### src/rtl/if_stage_if.sv
// Fetch-stage bus: instruction ROM port, redirect/stall controls from later stages and the IF/ID register outputs.
interface if_stage_if #(
  parameter int unsigned COUNT_W = 32
);
  logic [31:0]        imem_addr;
  logic [31:0]        imem_rdata;
  logic               stall;
  logic               redirect_en;
  logic [31:0]        redirect_pc;
  logic [31:0]        ifid_instr;
  logic [31:0]        ifid_pc4;
  logic               ifid_valid;
  logic               halted;
  logic [COUNT_W-1:0] instr_count;

  modport master (
    output imem_addr,
    input  imem_rdata,
    input  stall,
    input  redirect_en,
    input  redirect_pc,
    output ifid_instr,
    output ifid_pc4,
    output ifid_valid,
    output halted,
    output instr_count
  );

  modport slave (
    input  imem_addr,
    output imem_rdata,
    output stall,
    output redirect_en,
    output redirect_pc,
    input  ifid_instr,
    input  ifid_pc4,
    input  ifid_valid,
    input  halted,
    input  instr_count
  );
endinterface

### src/rtl/if_stage.sv
// Instruction fetch + IF/ID register with redirect, stall, STOP drain and halt.
// Define FETCH_PERF_CNT_EN to implement the instr_count counter; otherwise instr_count reads 0.
module if_stage #(
  parameter logic [31:0] RESET_PC   = 32'h0000_0000,
  parameter int unsigned STOP_DRAIN = 4,
  parameter int unsigned COUNT_W    = 32
) (
  input logic        clk,
  input logic        reset,
  if_stage_if.master bus
);
  // state | meaning:  RUN = fetching, DRAIN = STOP seen, emitting bubbles, HALTED = frozen until reset
  typedef enum logic [1:0] {S_RUN, S_DRAIN, S_HALTED} state_t;

  localparam int unsigned CNT_W = (STOP_DRAIN > 1) ? $clog2(STOP_DRAIN) : 1;

  state_t             state_q, state_d;
  logic [31:0]        pc_q, pc_d;
  logic [31:0]        instr_q, instr_d;
  logic [31:0]        pc4_q, pc4_d;
  logic               valid_q, valid_d;
  logic               halted_q, halted_d;
  logic [CNT_W-1:0]   cnt_q, cnt_d;
  logic [31:0]        pc_plus4;
  logic [31:0]        redirect_aligned;
  logic               is_stop;

  assign pc_plus4         = pc_q + 32'd4;
  assign redirect_aligned = bus.redirect_pc & 32'hFFFF_FFFC;
  assign is_stop          = (bus.imem_rdata[31:26] == 6'd63);

  always_ff @(posedge clk) begin
    if (reset) begin
      state_q  <= S_RUN;
      pc_q     <= RESET_PC;
      instr_q  <= '0;
      pc4_q    <= '0;
      valid_q  <= 1'b0;
      halted_q <= 1'b0;
      cnt_q    <= '0;
    end else begin
      state_q  <= state_d;
      pc_q     <= pc_d;
      instr_q  <= instr_d;
      pc4_q    <= pc4_d;
      valid_q  <= valid_d;
      halted_q <= halted_d;
      cnt_q    <= cnt_d;
    end
  end

  always_comb begin
    state_d  = state_q;
    pc_d     = pc_q;
    instr_d  = instr_q;
    pc4_d    = pc4_q;
    valid_d  = valid_q;
    halted_d = halted_q;
    cnt_d    = cnt_q;
    case (state_q)
      S_RUN: begin
        if (bus.redirect_en) begin
          pc_d    = redirect_aligned;
          instr_d = '0;
          pc4_d   = '0;
          valid_d = 1'b0;
        end else if (bus.stall) begin
          pc_d = pc_q;
        end else if (is_stop) begin
          instr_d = '0;
          pc4_d   = '0;
          valid_d = 1'b0;
          state_d = S_DRAIN;
          cnt_d   = CNT_W'(STOP_DRAIN - 1);
        end else begin
          pc_d    = pc_plus4;
          instr_d = bus.imem_rdata;
          pc4_d   = pc_plus4;
          valid_d = 1'b1;
        end
      end
      S_DRAIN: begin
        instr_d = '0;
        pc4_d   = '0;
        valid_d = 1'b0;
        // A redirect here means the STOP itself was on a mispredicted path.
        if (bus.redirect_en) begin
          pc_d    = redirect_aligned;
          state_d = S_RUN;
          cnt_d   = '0;
        end else if (cnt_q == '0) begin
          state_d  = S_HALTED;
          halted_d = 1'b1;
        end else begin
          cnt_d = cnt_q - CNT_W'(1);
        end
      end
      S_HALTED: begin
        halted_d = 1'b1;
      end
      default: begin
        state_d = S_RUN;
      end
    endcase
  end

  assign bus.imem_addr  = pc_q;
  assign bus.ifid_instr = instr_q;
  assign bus.ifid_pc4   = pc4_q;
  assign bus.ifid_valid = valid_q;
  assign bus.halted     = halted_q;

`ifdef FETCH_PERF_CNT_EN
  logic [COUNT_W-1:0] count_q, count_d;
  logic               count_en;

  assign count_en = (state_q == S_RUN) && !bus.redirect_en && !bus.stall && !is_stop;
  assign count_d  = count_en ? (count_q + COUNT_W'(1)) : count_q;

  always_ff @(posedge clk) begin
    if (reset) count_q <= '0;
    else       count_q <= count_d;
  end

  assign bus.instr_count = count_q;
`else
  assign bus.instr_count = '0;
`endif
endmodule
### src/flat_wrapper.sv
// flat-port wrapper written by rule: the top's interface ports become plain ports
module if_stage_flat 
#(
  parameter logic [31:0] RESET_PC   = 32'h0000_0000,
  parameter int unsigned STOP_DRAIN = 4,
  parameter int unsigned COUNT_W    = 32
)
  (clk, reset, bus_imem_addr, bus_imem_rdata, bus_stall, bus_redirect_en, bus_redirect_pc, bus_ifid_instr, bus_ifid_pc4, bus_ifid_valid, bus_halted, bus_instr_count);
  if_stage_if #(.COUNT_W(COUNT_W)) bus_i ();
  input logic clk;
  input logic reset;
  output wire logic [$bits(bus_i.imem_addr)-1:0] bus_imem_addr;
  input wire logic [$bits(bus_i.imem_rdata)-1:0] bus_imem_rdata;
  input wire logic [$bits(bus_i.stall)-1:0] bus_stall;
  input wire logic [$bits(bus_i.redirect_en)-1:0] bus_redirect_en;
  input wire logic [$bits(bus_i.redirect_pc)-1:0] bus_redirect_pc;
  output wire logic [$bits(bus_i.ifid_instr)-1:0] bus_ifid_instr;
  output wire logic [$bits(bus_i.ifid_pc4)-1:0] bus_ifid_pc4;
  output wire logic [$bits(bus_i.ifid_valid)-1:0] bus_ifid_valid;
  output wire logic [$bits(bus_i.halted)-1:0] bus_halted;
  output wire logic [$bits(bus_i.instr_count)-1:0] bus_instr_count;
  assign bus_imem_addr = bus_i.imem_addr;
  assign bus_i.imem_rdata = bus_imem_rdata;
  assign bus_i.stall = bus_stall;
  assign bus_i.redirect_en = bus_redirect_en;
  assign bus_i.redirect_pc = bus_redirect_pc;
  assign bus_ifid_instr = bus_i.ifid_instr;
  assign bus_ifid_pc4 = bus_i.ifid_pc4;
  assign bus_ifid_valid = bus_i.ifid_valid;
  assign bus_halted = bus_i.halted;
  assign bus_instr_count = bus_i.instr_count;
  if_stage #(.RESET_PC(RESET_PC), .STOP_DRAIN(STOP_DRAIN), .COUNT_W(COUNT_W)) u_core (.clk(clk), .reset(reset), .bus(bus_i));
endmodule
### config.mk
export PLATFORM = sky130hd
export DESIGN_NAME = if_stage_flat
export DESIGN_NICKNAME = d
export VERILOG_FILES = /design/src/rtl/if_stage_if.sv /design/src/rtl/if_stage.sv /design/src/flat_wrapper.sv
export SDC_FILE = /design/constraint.sdc
export NUM_CORES = 1
export LEC_CHECK = 0
export CAP_MARGIN = 20
export CORE_MARGIN = 5
export CORE_UTILIZATION = 44
export DETAILED_ROUTE_END_ITERATION = 10
export PLACE_DENSITY = 0.85
export SETUP_SLACK_MARGIN = 0.1
export SLEW_MARGIN = 20
export SYNTH_ARGS = -nofsm -noshare
export SYNTH_HDL_FRONTEND = slang
export SYNTH_SLANG_ARGS = --single-unit
export TNS_END_PERCENT = 10
### constraint.sdc
create_clock -name clk -period 2.65 [get_ports clk]
set_clock_uncertainty 0.1 [all_clocks]
set_input_delay 0.53 -clock clk [delete_from_list [all_inputs] [get_ports clk]]
set_output_delay 0.53 -clock clk [all_outputs]
set_load 0.05 [all_outputs]
==> impl_metrics.yaml, run 1 <==
clock_network:
  cts.sinks: 99
  postCtsHoldBufs: 0
  cts_max_path_buffers: 2
  h-tree-depth: 3
  cts-resized-gates: 0
  cts_setup_buffers: 0
  clk_pin_slew_ns: 0.07
  worst_skew_pair.late_latency_ns: 0.35
  root_buffer: "clkbuf_16"
  cts_made_buffers: 9
  cts_tree: "yes"
cells_and_area:
  syn2layout_area_growth_pct: 40.0
  layout_common_cells: "clkdlybuf4s50_1, dfxtp_1, nand2_1"
  n_fill_cell: 949
  layout_commonest_cell: "clkdlybuf4s50_1"
  antenna_cells: 0
  final_core_util: 0.631
  drive_above_1_share: 0.0800
  fin_nets: 815
global_route:
  antenna_found_initial: 0
  grt_max_degree: 67
  grt_pass1_wl_um: 24400
  overflow: 0
  track_usage: 0.231
  first_global_vias: 4859
synthesis:
  ys_ff_latch: 99
  avgSynthCellArea_um2: 8.25
  synth_edf_count: 0
  yosys_warnings: 0
  synth_cell_types: 67
  syn_area_um2: 4930
  yosys-top-cells-area: "dfxtp_1, nand2_1, buf_4, nor2_1, a22oi_1"
  synth_top_cell_area_share: 0.402
  syn_inst: 598
  synthFlopType: "dfxtp_1"
  yosysSeqAreaShare: 0.402
  async_flop_share: 0
  yosysTopAreaCell: "dfxtp_1"
critical_path:
  critPathTopFamily: "buffers and inverters"
  slowest_delay_ns: 0.92
  worst_setup_path_end_kind: "output port"
  required_ns: 2.02
  worst_path_max_delay_cell: "clkdlybuf4s50_1"
  crit_path_start_kind: "flip-flop"
  path_class: "flip-flop to output port"
  arrival_ns: 1.79
  crit_fanout: 9
  cp_cell_sequence: "clkdlybuf4s50_1"
  path_buf_inv: 1
placement:
  port_buffers: 161
  post-dp-hpwl_um: 11500
  pre_cts_slack_ns: 0.122
  place_congestion: 0.882
power_and_ir_drop:
  totalPowerFinal_w: 0.00371
  leakagePower_nw: 2.48
  power.density_nw_per_um2: 538
  peakVddDrop_v: 0.000343
timing:
  whs_ns: 0.346
  min_period_ns: 2.42
  worst_slack_ns: 0.232
  setup-tns-final_ns: 0
  fmax_ghz: 0.414
  relSlewSlack: 0.457
  rsz0062_at_grt: "false"
  finalHoldViolations: 0
  final.period_utilization: 0.912
  setup-violations-final: 0
  tightest_slew_ns: 0.815
  drv_slew: 0
flow_run:
  maxCapViolCount: 0
floorplanning:
  start_util: 0.451
  dieArea_um2: 13400
  die_h_um: 116
  die_x_um: 116
  top_level_ports: 198
  coreArea_um2: 10900
  row_count: 38
detailed_routing:
  drt_wl_total_um: 15700
  ant_nets: 0
  num_vias: 4846
  drt_pass1_iterations: 6
  drc: 0
  first_iter_violations: 262
  wl_per_cell_um: 17.6
  via_per_inst: 5.44
run_status:
  run_status: "complete, no violations"
min_path:
  holdCritPathClass: "flip-flop to flip-flop"
-- cells in the mapped netlist (all sizes together), types with 6 or more instances --
cell type   n
a211oi      6
a21oi      32
a22oi      31
buf        45
clkbuf     34
dfxtp      99
inv        13
nand2      72
nand3      13
nand4       7
nor2       68
nor3       10
nor4        9
o21ai      50
xnor2      22
-- stage by stage --
step	cell area (um^2)	instances
after floorplan	5050	631
after global placement	6620	874
after detailed placement	6620	874
after CTS	6900	890
after global routing	6900	890
final	6900	890
-- routing by layer --
| metal | part of all wire | track usage |
|---|---|---|
| met5 | 0 | 0 |
| met4 | 0.019 | 0.0804 |
| met3 | 0.12 | 0.0867 |
| met2 | 0.49 | 0.397 |
| met1 | 0.37 | 0.263 |
-- path summary, 6_finish.rpt --
check                                        start                                    end  slack, ns  cells after the start
max          u_core.bus.imem_addr[23]$_SDFFE_PP0P_                      bus_imem_addr[23]       0.23                      1
min           u_core.bus.ifid_pc4[23]$_SDFFE_PP0P_   u_core.bus.ifid_pc4[23]$_SDFFE_PP0P_       0.35                      2
max reg2reg   u_core.bus.imem_addr[2]$_SDFFE_PP0P_  u_core.bus.imem_addr[30]$_SDFFE_PP0P_       0.31                      6
min reg2reg   u_core.bus.ifid_pc4[23]$_SDFFE_PP0P_   u_core.bus.ifid_pc4[23]$_SDFFE_PP0P_       0.35                      2
-- sequential cells by signal, summed over array words and instances (netlist names) --
name / cells
u_core.bus.ifid_instr: 32
u_core.cnt_q: 2
u_core.bus.halted: 1
u_core.state_q: 2
u_core.bus.ifid_pc4: 31
u_core.bus.ifid_valid: 1
u_core.bus.imem_addr: 30
-- layout make-up --
class	instances	area (um^2)	area share
flip-flops and latches	99	1980	0.287
multi-input cells	440	2600	0.376
inverters	13	48.8	0.00707
repair buffers	182	1810	0.263
clock buffers	10	239	0.0346
well taps	140	175	0.0254
clock inverters	6	47.5	0.00689
-- cell families after synthesis --
| logic type | after synthesis | synth area share |
|---|---|---|
| other cells | 1 | 0.000760 |
| xor+xnor | 27 | 0.0480 |
| compound gates | 168 | 0.228 |
| fa+ha+maj | 2 | 0.00507 |
| buf+inv | 92 | 0.100 |
| flops | 99 | 0.402 |
| mux | 2 | 0.00406 |
| simple gates | 207 | 0.212 |
-- power breakdown --
| part | leakage, nW | total, W | internal, W | switching, W |
|---|---|---|---|---|
| Sequential | 0.807 | 0.00162 | 0.00155 | 0.0000761 |
| Combinational | 1.54 | 0.000826 | 0.000295 | 0.000531 |
| Clock | 0.128 | 0.00126 | 0.000669 | 0.000596 |
Power figures use the tool's default switching activity.
==> run 2, diff against run 1 <==
--- a/config.mk
+++ b/config.mk
@@ -5,11 +5,13 @@
 export SDC_FILE = /design/constraint.sdc
 export NUM_CORES = 1
 export LEC_CHECK = 0
+export ABC_CLOCK_PERIOD_IN_PS = 2650
 export CAP_MARGIN = 20
 export CORE_MARGIN = 5
 export CORE_UTILIZATION = 44
 export DETAILED_ROUTE_END_ITERATION = 10
 export PLACE_DENSITY = 0.85
+export RECOVER_POWER = 50
 export SETUP_SLACK_MARGIN = 0.1
 export SLEW_MARGIN = 20
 export SYNTH_ARGS = -nofsm -noshare
==> impl_metrics.yaml, run 2 (synthesis results as in run 1) <==
critical_path:
  required_ns: 2.75
  arrival_ns: 2.52
  crit_start: "bus_imem_rdata[26]"
  crit_path_start_kind: "input port"
  crit_fanout: 23
  worstReg2RegStart: "u_core.bus.imem_addr[2]$_SDFFE_PP0P_"
  worst_setup_path_end_kind: "flip-flop"
  path_class: "input port to flip-flop"
floorplanning:
  die_h_um: 116
  top_level_ports: 198
  start_util: 0.451
  coreArea_um2: 10900
  dieArea_um2: 13400
  row_count: 38
  die_x_um: 116
placement:
  pre_cts_slack_ns: 0.122
  place_congestion: 0.882
  port_buffers: 161
  post-dp-hpwl_um: 11500
detailed_routing:
  drc: 0
  wl_per_cell_um: 17.6
  num_vias: 4854
  via_per_inst: 5.45
  drt_wl_total_um: 15700
  first_iter_violations: 255
  drt_pass1_iterations: 5
  ant_nets: 0
timing:
  final.period_utilization: 0.911
  setup-violations-final: 0
  setup-tns-final_ns: 0
  rsz0062_at_grt: "false"
  finalHoldViolations: 0
  min_period_ns: 2.41
  worst_slack_ns: 0.237
  fmax_ghz: 0.414
  relSlewSlack: 0.471
  whs_ns: 0.341
  tightest_slew_ns: 0.794
  drv_slew: 0
run_status:
  run_status: "complete, no violations"
cells_and_area:
  final_core_util: 0.628
  largest_reg_flops: 32
  layout_common_cells: "clkdlybuf4s50_1, dfxtp_1, nand2_1"
  antenna_cells: 0
  drive_above_1_share: 0.0747
  fin_nets: 815
  n_fill_cell: 958
  syn2layout_area_growth_pct: 39.3
  layout_commonest_cell: "clkdlybuf4s50_1"
clock_network:
  cts_setup_buffers: 0
  worst_skew_pair.late_latency_ns: 0.35
  cts_max_path_buffers: 2
  cts_tree: "yes"
  cts-resized-gates: 0
  postCtsHoldBufs: 0
  root_buffer: "clkbuf_16"
  clk_pin_slew_ns: 0.07
  h-tree-depth: 3
  cts_made_buffers: 9
  cts.sinks: 99
global_route:
  grt_max_degree: 67
  overflow: 0
  antenna_found_initial: 0
  grt_pass1_wl_um: 24400
  first_global_vias: 4859
  track_usage: 0.231
power_and_ir_drop:
  power.density_nw_per_um2: 539
  leakagePower_nw: 2.58
  totalPowerFinal_w: 0.00370
  peakVddDrop_v: 0.000341
flow_run:
  maxCapViolCount: 0
min_path:
  holdCritPathClass: "flip-flop to flip-flop"
  min_from: "u_core.bus.ifid_pc4[23]$_SDFFE_PP0P_"
## run 2: cell count changes in the layout (fill, tap and decap cells not counted), sizes merged
cell	previous run	this run
clkbuf	10	15
clkdlybuf4s50	160	120
dlygate4sd3	0	40
buf	22	17
## run 2: area by class of cell
type | instances | area (um^2) | share of cell area
Multi-Input combinational cell | 440 | 2590 | 0.377
Sequential cell | 99 | 1980 | 0.289
Timing Repair Buffer | 182 | 1790 | 0.260
Clock buffer | 10 | 239 | 0.0348
Tap cell | 140 | 175 | 0.0255
Inverter | 13 | 48.8 | 0.00711
Clock inverter | 6 | 47.5 | 0.00692
## run 2: stage by stage
step / instances / area (um^2)
3_3_place_gp: 874 / 6620
2_1_floorplan: 631 / 5050
4_1_cts: 890 / 6900
5_1_grt: 890 / 6870
3_5_place_dp: 874 / 6620
6_report: 890 / 6870
## run 2: critical path, stage by stage
cell and delay, ns:
clkdlybuf4s50_1 0.48, nand2_1 0.10, nor3_2 0.28, clkbuf_1 0.19, o41ai_4 0.08, clkbuf_2 0.35
buf_4 0.30, a21oi_1 0.13, a211oi_1 0.06
## run 2: power by group
part | total, W | switching [W] | internal [W]
Clock | 0.00126 | 0.000596 | 0.000669
Combinational | 0.000815 | 0.000531 | 0.000284
Sequential | 0.00162 | 0.0000754 | 0.00155
Total | 0.00370 | 0.00120 | 0.00250
## run 2: worst paths after layout
check                                          endpoint  depth (start not counted)  slack [ns]
setup / recovery   u_core.bus.imem_addr[7]$_SDFFE_PP0P_                          9        0.24
hold / removal     u_core.bus.ifid_pc4[23]$_SDFFE_PP0P_                          2        0.34
setup reg to reg  u_core.bus.imem_addr[30]$_SDFFE_PP0P_                          6        0.29
hold reg to reg    u_core.bus.ifid_pc4[23]$_SDFFE_PP0P_                          2        0.34
## run 2: routing by layer
| metal | part of all wire | vias up | track usage | wire length [um] |
|---|---|---|---|---|
| li1 | - | 2333 | - | - |
| met1 | 0.38 | 2257 | 0.263 | 5970 |
| met2 | 0.49 | 240 | 0.397 | 7620 |
| met3 | 0.12 | 24 | 0.0867 | 1820 |
| met4 | 0.019 | 0 | 0.0804 | 295 |
| met5 | 0 | - | 0 | 0 |
==> run 3, diff against run 2 <==
--- a/config.mk
+++ b/config.mk
@@ -8,12 +8,13 @@
 export ABC_CLOCK_PERIOD_IN_PS = 2650
 export CAP_MARGIN = 20
 export CORE_MARGIN = 5
-export CORE_UTILIZATION = 44
+export CORE_UTILIZATION = 45
+export CTS_BUF_LIST = sky130_fd_sc_hd__clkbuf_4
 export DETAILED_ROUTE_END_ITERATION = 10
-export PLACE_DENSITY = 0.85
+export PLACE_DENSITY = 0.87
 export RECOVER_POWER = 50
 export SETUP_SLACK_MARGIN = 0.1
-export SLEW_MARGIN = 20
+export SLEW_MARGIN = 15
 export SYNTH_ARGS = -nofsm -noshare
 export SYNTH_HDL_FRONTEND = slang
 export SYNTH_SLANG_ARGS = --single-unit
==> constraint.sdc (replaced) <==
create_clock -name clk -period 2.65 [get_ports clk]
set_clock_uncertainty 0.1 [all_clocks]
set_input_delay 0.6625 -clock clk [delete_from_list [all_inputs] [get_ports clk]]
set_output_delay 0.6625 -clock clk [all_outputs]
set_load 0.05 [all_outputs]
==> impl_metrics.yaml, run 3 (synthesis results as in run 1) <==
global_route:
  overflow: 0
  first_global_vias: 4761
  track_usage: 0.223
  grt_pass1_wl_um: 23400
  antenna_found_initial: 0
  grt_max_degree: 48
cells_and_area:
  layout_common_cells: "clkdlybuf4s50_1, dfxtp_1, nand2_1"
  drive_above_1_share: 0.0730
  n_fill_cell: 947
  final_core_util: 0.625
  multiInputGateArea_um2: 2570
  largest_reg_flops: 32
  syn2layout_area_growth_pct: 36.9
  fin_nets: 821
  antenna_cells: 0
  ff_latch_area_um2: 1980
  layout_commonest_cell: "clkdlybuf4s50_1"
timing:
  min_period_ns: 2.52
  setup-violations-final: 0
  worst_slack_ns: 0.126
  final.period_utilization: 0.953
  fmax_ghz: 0.396
  relSlewSlack: 0.479
  tightest_slew_ns: 0.781
  rsz0062_at_grt: "true"
  drv_slew: 0
  finalHoldViolations: 0
floorplanning:
  dieArea_um2: 13200
  die_h_um: 115
  coreArea_um2: 10800
  start_util: 0.457
  top_level_ports: 198
  row_count: 38
  die_x_um: 115
power_and_ir_drop:
  leakagePower_nw: 2.51
  power.density_nw_per_um2: 486
  peakVddDrop_v: 0.000319
detailed_routing:
  num_vias: 4921
  first_iter_violations: 245
  wl_per_cell_um: 17.1
  drc: 0
  drt_pass1_iterations: 6
  ant_nets: 0
  via_per_inst: 5.51
  drt_wl_total_um: 15300
placement:
  port_buffers: 161
  post-dp-hpwl_um: 11500
  pre_cts_slack_ns: -0.0177
  place_congestion: 0.882
clock_network:
  cts_tree: "yes"
  cts_max_path_buffers: 2
  cts_made_buffers: 9
  cts.sinks: 99
  root_buffer: "clkbuf_4"
  clk_pin_slew_ns: 0.15
  h-tree-depth: 3
  postCtsHoldBufs: 0
  worst_skew_pair.late_latency_ns: 0.44
critical_path:
  worst_setup_path_end_kind: "output port"
  required_ns: 1.89
  crit_path_start_kind: "flip-flop"
  arrival_ns: 1.76
  slowest_delay_ns: 0.85
  cp_cell_sequence: "clkdlybuf4s50_1"
  critPathTopFamily: "buffers and inverters"
  path_buf_inv: 1
  path_class: "flip-flop to output port"
  crit_fanout: 6
  worst_path_max_delay_cell: "clkdlybuf4s50_1"
flow_run:
  maxCapViolCount: 0
run_status:
  run_status: "complete, no violations"
min_path:
  holdCritPathClass: "flip-flop to flip-flop"
-- run 3: repair_timing --
item / CTS / global route
setup buffers: 0 / 0
gates resized for setup: 18 / 1
setup endpoints to repair: 18 / 7
-- run 3: stage by stage --
stage	hold WS, ns	TNS [ns]	cell area [um^2]	cells	total power (W)
after floorplan	0.364	0	5050	631	0.00220
after global placement	0.332	0	6690	880	0.00247
after detailed placement	0.341	-0.0307	6690	880	0.00249
after CTS	0.360	0	6800	893	0.00332
after global routing	0.384	0	6750	893	0.00343
final	0.364	0	6750	893	0.00328
-- run 3: routing by layer --
layer | global-route usage | up-vias | part of all wire
met3 | 0.0830 | 21 | 0.11
met1 | 0.265 | 2315 | 0.40
met5 | 0 | - | 0
met4 | 0.0768 | 0 | 0.020
li1 | - | 2353 | -
met2 | 0.369 | 232 | 0.47
-- run 3: area by class of cell --
class / instances / area share
timing repair buffer: 188 / 0.272
inverter: 13 / 0.00723
sequential: 99 / 0.294
multi-input combinational: 440 / 0.381
clock inverter: 4 / 0.0102
tap: 140 / 0.0260
clock buffer: 9 / 0.0100
-- run 3: final timing paths --
path	start	to	slack [ns]	depth (start not counted)
max	u_core.bus.imem_addr[16]$_SDFFE_PP0P_	bus_imem_addr[16]	0.13	1
min reg2reg	u_core.bus.ifid_pc4[18]$_SDFFE_PP0P_	u_core.bus.ifid_pc4[18]$_SDFFE_PP0P_	0.36	2
max reg2reg	u_core.bus.imem_addr[2]$_SDFFE_PP0P_	u_core.bus.imem_addr[30]$_SDFFE_PP0P_	0.36	6
min	u_core.bus.ifid_pc4[18]$_SDFFE_PP0P_	u_core.bus.ifid_pc4[18]$_SDFFE_PP0P_	0.36	2
-- run 3: power by group --
| group | internal, W | leakage (nW) | switching, W |
|---|---|---|---|
| Sequential | 0.00155 | 0.807 | 0.0000683 |
| Clock | 0.000364 | 0.0752 | 0.000477 |
| Combinational | 0.000287 | 1.62 | 0.000537 |
